<file path="config.mk">
export PLATFORM = sky130hd
export DESIGN_NAME = pcx_max_arb
export DESIGN_NICKNAME = d
export VERILOG_FILES = /design/src/rtl/pcx_max_arb.sv
export SDC_FILE = /design/constraint.sdc
export NUM_CORES = 1
export LEC_CHECK = 0
export BUFFER_PORTS_ARGS = -buffer_cell sky130_fd_sc_hd__clkbuf_2
export CORE_MARGIN = 2
export CORE_UTILIZATION = 50
export DETAILED_ROUTE_END_ITERATION = 8
export PLACE_DENSITY = 0.82
export REMOVE_ABC_BUFFERS = 1
export SLEW_MARGIN = 20
export SYNTH_ARGS = -nofsm -noshare
export SYNTH_HDL_FRONTEND = slang
export SYNTH_SLANG_ARGS = --single-unit
</file>
<file path="constraint.sdc">
create_clock -name gclk -period 3.8 [get_ports gclk]
set_input_delay 0.19 -clock gclk [delete_from_list [all_inputs] [get_ports gclk]]
set_output_delay 0.19 -clock gclk [all_outputs]
set_load 0.02 [all_outputs]
</file>
<file path="src/rtl/pcx_max_arb.sv">
// Two-core PCX arbiter feeding the Maxeler link: grants one packet at a time
// (round-robin, atomic pairs locked to one core) and serializes it MSW-first.
module pcx_max_arb #(
  parameter int PCX_W   = 124,
  parameter int MAX_D_W = 32
) (
  input  logic               gclk,
  input  logic               reset_l,
  input  logic               req0_valid,
  input  logic [PCX_W-1:0]   req0_data,
  input  logic               req0_atom,
  output logic               req0_ready,
  input  logic               req1_valid,
  input  logic [PCX_W-1:0]   req1_data,
  input  logic               req1_atom,
  output logic               req1_ready,
  input  logic               max_pcx_stall,
  output logic               max_pcx_valid,
  output logic [MAX_D_W-1:0] max_pcx_data,
  output logic               max_pcx_sop,
  output logic               max_pcx_src,
  output logic [15:0]        pkt_cnt
);

  localparam int PKT_W = 4 * MAX_D_W;

  typedef enum logic {
    IDLE = 1'b0,
    SEND = 1'b1
  } state_t;

  state_t             state;
  state_t             state_nxt;
  logic [1:0]         widx;
  logic               rr;
  logic               lock;
  logic               lock_id;
  logic               atom;
  logic               src;
  logic [PKT_W-1:0]   pkt;
  logic [PKT_W-1:0]   pkt_sh;

  logic               gnt_vld;
  logic               gnt_id;
  logic               consume;
  logic               last_word;

  // Grant selection; gated by reset so every output reads 0 while held in reset.
  always_comb begin
    gnt_vld = 1'b0;
    gnt_id  = 1'b0;
    if (reset_l && state == IDLE) begin
      if (lock) begin
        gnt_id  = lock_id;
        gnt_vld = lock_id ? req1_valid : req0_valid;
      end else if (req0_valid && req1_valid) begin
        gnt_id  = rr;
        gnt_vld = 1'b1;
      end else if (req0_valid) begin
        gnt_id  = 1'b0;
        gnt_vld = 1'b1;
      end else if (req1_valid) begin
        gnt_id  = 1'b1;
        gnt_vld = 1'b1;
      end
    end
  end

  assign req0_ready = gnt_vld & ~gnt_id;
  assign req1_ready = gnt_vld &  gnt_id;

  assign consume   = (state == SEND) & ~max_pcx_stall;
  assign last_word = consume & (widx == 2'd3);

  always_comb begin
    state_nxt = state;
    case (state)
      IDLE: if (gnt_vld)   state_nxt = SEND;
      SEND: if (last_word) state_nxt = IDLE;
      default:             state_nxt = IDLE;
    endcase
  end

  always_ff @(posedge gclk or negedge reset_l) begin
    if (!reset_l) begin
      state <= IDLE;
    end else begin
      state <= state_nxt;
    end
  end

  // Packet capture and word sequencing
  always_ff @(posedge gclk or negedge reset_l) begin
    if (!reset_l) begin
      widx    <= 2'd0;
      rr      <= 1'b0;
      lock    <= 1'b0;
      lock_id <= 1'b0;
      atom    <= 1'b0;
      src     <= 1'b0;
      pkt     <= '0;
      pkt_cnt <= 16'd0;
    end else begin
      if (state == IDLE && gnt_vld) begin
        pkt  <= gnt_id ? PKT_W'(req1_data) : PKT_W'(req0_data);
        atom <= gnt_id ? req1_atom : req0_atom;
        src  <= gnt_id;
        widx <= 2'd0;
      end else if (consume) begin
        widx <= widx + 2'd1;
      end

      // Completion: atomic first halves pin the next grant to the same core.
      if (last_word) begin
        pkt_cnt <= pkt_cnt + 16'd1;
        if (atom) begin
          lock    <= 1'b1;
          lock_id <= src;
        end else begin
          lock <= 1'b0;
          rr   <= ~src;
        end
      end
    end
  end

  assign pkt_sh        = pkt << (widx * MAX_D_W);
  assign max_pcx_data  = pkt_sh[PKT_W-1 -: MAX_D_W];
  assign max_pcx_valid = (state == SEND);
  assign max_pcx_sop   = (state == SEND) && (widx == 2'd0);
  assign max_pcx_src   = src;

endmodule

</file>
==> run_results.csv <==
group,metric,value,unit
clock_network,cts-htree-levels,4,
floorplan,design.core.area,15300,um2
yosys,ys_top_cells_by_area,"dfrtp_1 47%, a31oi_1 9.9%, a21oi_1 8.1%",
critical_path,cpMaxStageDelayCell,"nor2_8",
timing,fin_crit,2570,ps
routing,vias_per_cell,6.07,
timing,setup_violations,0,
clock_network,clkLatencyLatePin,420,ps
routing,drt_iter0_drc,765,
clock_network,tritoncts,"done",
floorplan,initial_core_util,51.4,%
yosys,avgSynthCellArea,9.18,um2
critical_path,crit_type,"in2out",
yosys,synth_compound_area_share,26.9,%
pwr,p_leak,0.00476,uW
timing,rsz0062_at_grt,"false",
routing,wire_per_inst,18.9,um
yosys,yosys-top-cells-count,"148 x dfrtp_1, 136 x nor2_1, 127 x a21oi_1",
clock_network,cts_setup_buffers,0,
global_routing,grt_max_degree,83,
pwr,ir_drop,424,uV
global_routing,grt.overflow.total,0,
outcome,status,"finished, final reports clean",
flow_run,cap_violations,0,
yosys,synthAdderAreaFrac,0.477,%
routing,drt-pass1-iter-count,5,
finish,regArea,3710,um2
critical_path,critPathMaxFanout,55,
timing,slew-limit-headroom,41.4,%
finish,insertedDiodeCount,0,
global_routing,grt_usage,30.7,%
timing,final-hold-violation-count,0,
yosys,netlist_instances,858,
finish,stdcell_count,1366,
critical_path,slowest_delay,650,ps
min_path,hold_path_depth,3,
pwr,power_density,799,nW/um2
yosys,synthSimpleGateAreaFrac,9.38,%
place,hpwl,15.9,mm
critical_path,cp-start-kind,"primary input",
place,place_inst,1301,
yosys,yosysSeqAreaShare,47.0,%
yosys,synth_warnings,0,
critical_path,arrival,2380,ps
timing,period_share,67.7,%
clock_network,cts_resized,0,
finish,area_delta_synth_final,32.9,%
global_routing,antenna_found_initial,0,
timing,finalClockSkew,13.0,ps
routing,vias,8287,
place,routabilityCongestion,0.846,
finish,drive_gt1_share,33.9,%
yosys,synth_xor_xnor_area_share,1.78,%
yosys,synth_area_leader_cell,"dfrtp_1",
timing,whs,12.2,ps
clock_network,cts_sinks,148,
finish,fin_nets,1400,
yosys,synth_cell_types,40,
yosys,synth_top_family_by_area,"compound AO/OA/AOI/OAI gates",
clock_network,clockBufferDepth,2,
global_routing,grt_pass1_wl,40.3,mm
routing,ant_nets,0,
place,dpl_cell_area,9450,um2
finish,nFillCells,1222,
critical_path,path_buf_inv,3,
yosys,synth-edff-count,0,
critical_path,path_delay_family,"simple AND/OR/NAND/NOR gates",
floorplan,fp.dieArea,16800,um2
place,port-buffer-count,307,
critical_path,cp.depth,7,
clock_network,cts_buffers,17,
yosys,yosys.area.top_type_share,47.0,%
critical_path,crit_chain,"dlygate4sd3_1 > buf_6 > nand2b_4 > nor2_8 > nand2_1 > nor2_1 > clkbuf_2",
floorplan,rows,45,
critical_path,reg2regPathDepth,5,
clock_network,path_clk_slew,60,ps
global_routing,grt_pass1_vias,8022,
finish,final_util,68.3,%
floorplan,die_w,129,um
routing,drc,0,
yosys,synthMuxAreaShare,8.93,%
yosys,synth_ff_type,"dfrtp_1",
critical_path,worstPathRequired,3610,ps
clock_network,hold_buffers,32,
floorplan,num_io_pins,308,
min_path,hold_path.class,"in2reg",
routing,wirelength,25.9,mm
finish,final_cell_area,10500,um2
yosys,synth_area,7870,um2
finish,multiInputGateArea,3770,um2
yosys,synth-seq-cells,148,
yosys,async_reset_ff_share,100,%
floorplan,fp.dieH,129,um
critical_path,end_kind,"primary output",
timing,slew_viol_final,0,
clock_network,clockRootBuffer,"clkbuf_16",
timing,finalSetupTns,0,ps
timing,clock.fmax,0.389,GHz
yosys,yosysMostFrequentCell,"dfrtp_1",
timing,worst_slew_pin_slew,879,ps
-- worst paths after layout --
path	startpoint	endpoint	slack, ps
setup / recovery	reset_l	req1_ready	1230
hold / removal	req0_data[27]	pkt[27]	10
setup reg to reg	lock_id	pkt[14]	1530
hold reg to reg	pkt_cnt[6]	pkt_cnt[6]	500
max in group asynchronous	reset_l	widx[0]	1670
min in group asynchronous	reset_l	pkt[64]	230
-- layout make-up --
class | instances | area share, %
Inverter | 5 | 0.179
Timing Repair Buffer | 353 | 19.3
Sequential cell | 148 | 35.4
Tap cell | 211 | 2.52
Clock inverter | 13 | 2.43
Clock buffer | 19 | 4.14
Multi-Input combinational cell | 617 | 36.0
-- cells in the final DEF, fill, tap and decap left out, drive strengths merged, types with 3 or more instances in the layout --
master       Yosys  layout
nand3            6       6
mux4            28      28
dfrtp          148     148
buf             45      14
a21oi          127     127
dlygate4sd3      0      33
xnor2           11      11
xor2             5       5
nor2           137     137
clkbuf          43     325
o21ai          132     132
a31oi          125     125
inv              5       6
nand2           15      15
bufinv           0       7
mux2i            5       5
ha               3       3
clkinv           0       4
nand4            4       4
-- flip-flops by register name, indices dropped and copies added, names as in the netlist --
register and cells:
pkt 124, pkt_cnt 16, widx 2, atom 1, lock 1, lock_id 1, max_pcx_src 1, max_pcx_valid 1
rr 1
-- through the flow --
step                      worst slack (ps)  total power, uW
final                                 1230             8360
after global routing                  1050             8840
after CTS                             1210             8340
after detailed placement              1610             6310
after global placement                1600             6190
after floorplan                      -4290             5110
-- logic make-up after synthesis --
family | count (synthesis)
AOI/OAI and AO/OA | 388
xor gates and xnor gates | 16
adders and majority gates | 3
buffers and inverters | 93
DFF | 148
muxes | 35
and+or+nand+nor | 175
-- tightest hold or removal path: stages --
cell,delay [ps]
clkbuf_2,80
o21ai_0,70
a21oi_1,60
-- power breakdown --
| part | switching (uW) | internal, uW | total, uW |
|---|---|---|---|
| clock | 664 | 1300 | 1960 |
| sequential | 470 | 2280 | 2750 |
| combinational | 2220 | 1420 | 3650 |
-- routing by layer --
layer / track usage [%] / routed length [um]
met1: 39.1 / 9970
met2: 50.9 / 12900
met3: 7.84 / 2180
met4: 11.6 / 823
met5: 0 / 0
No activity file was read; power rests on OpenSTA's default activity.
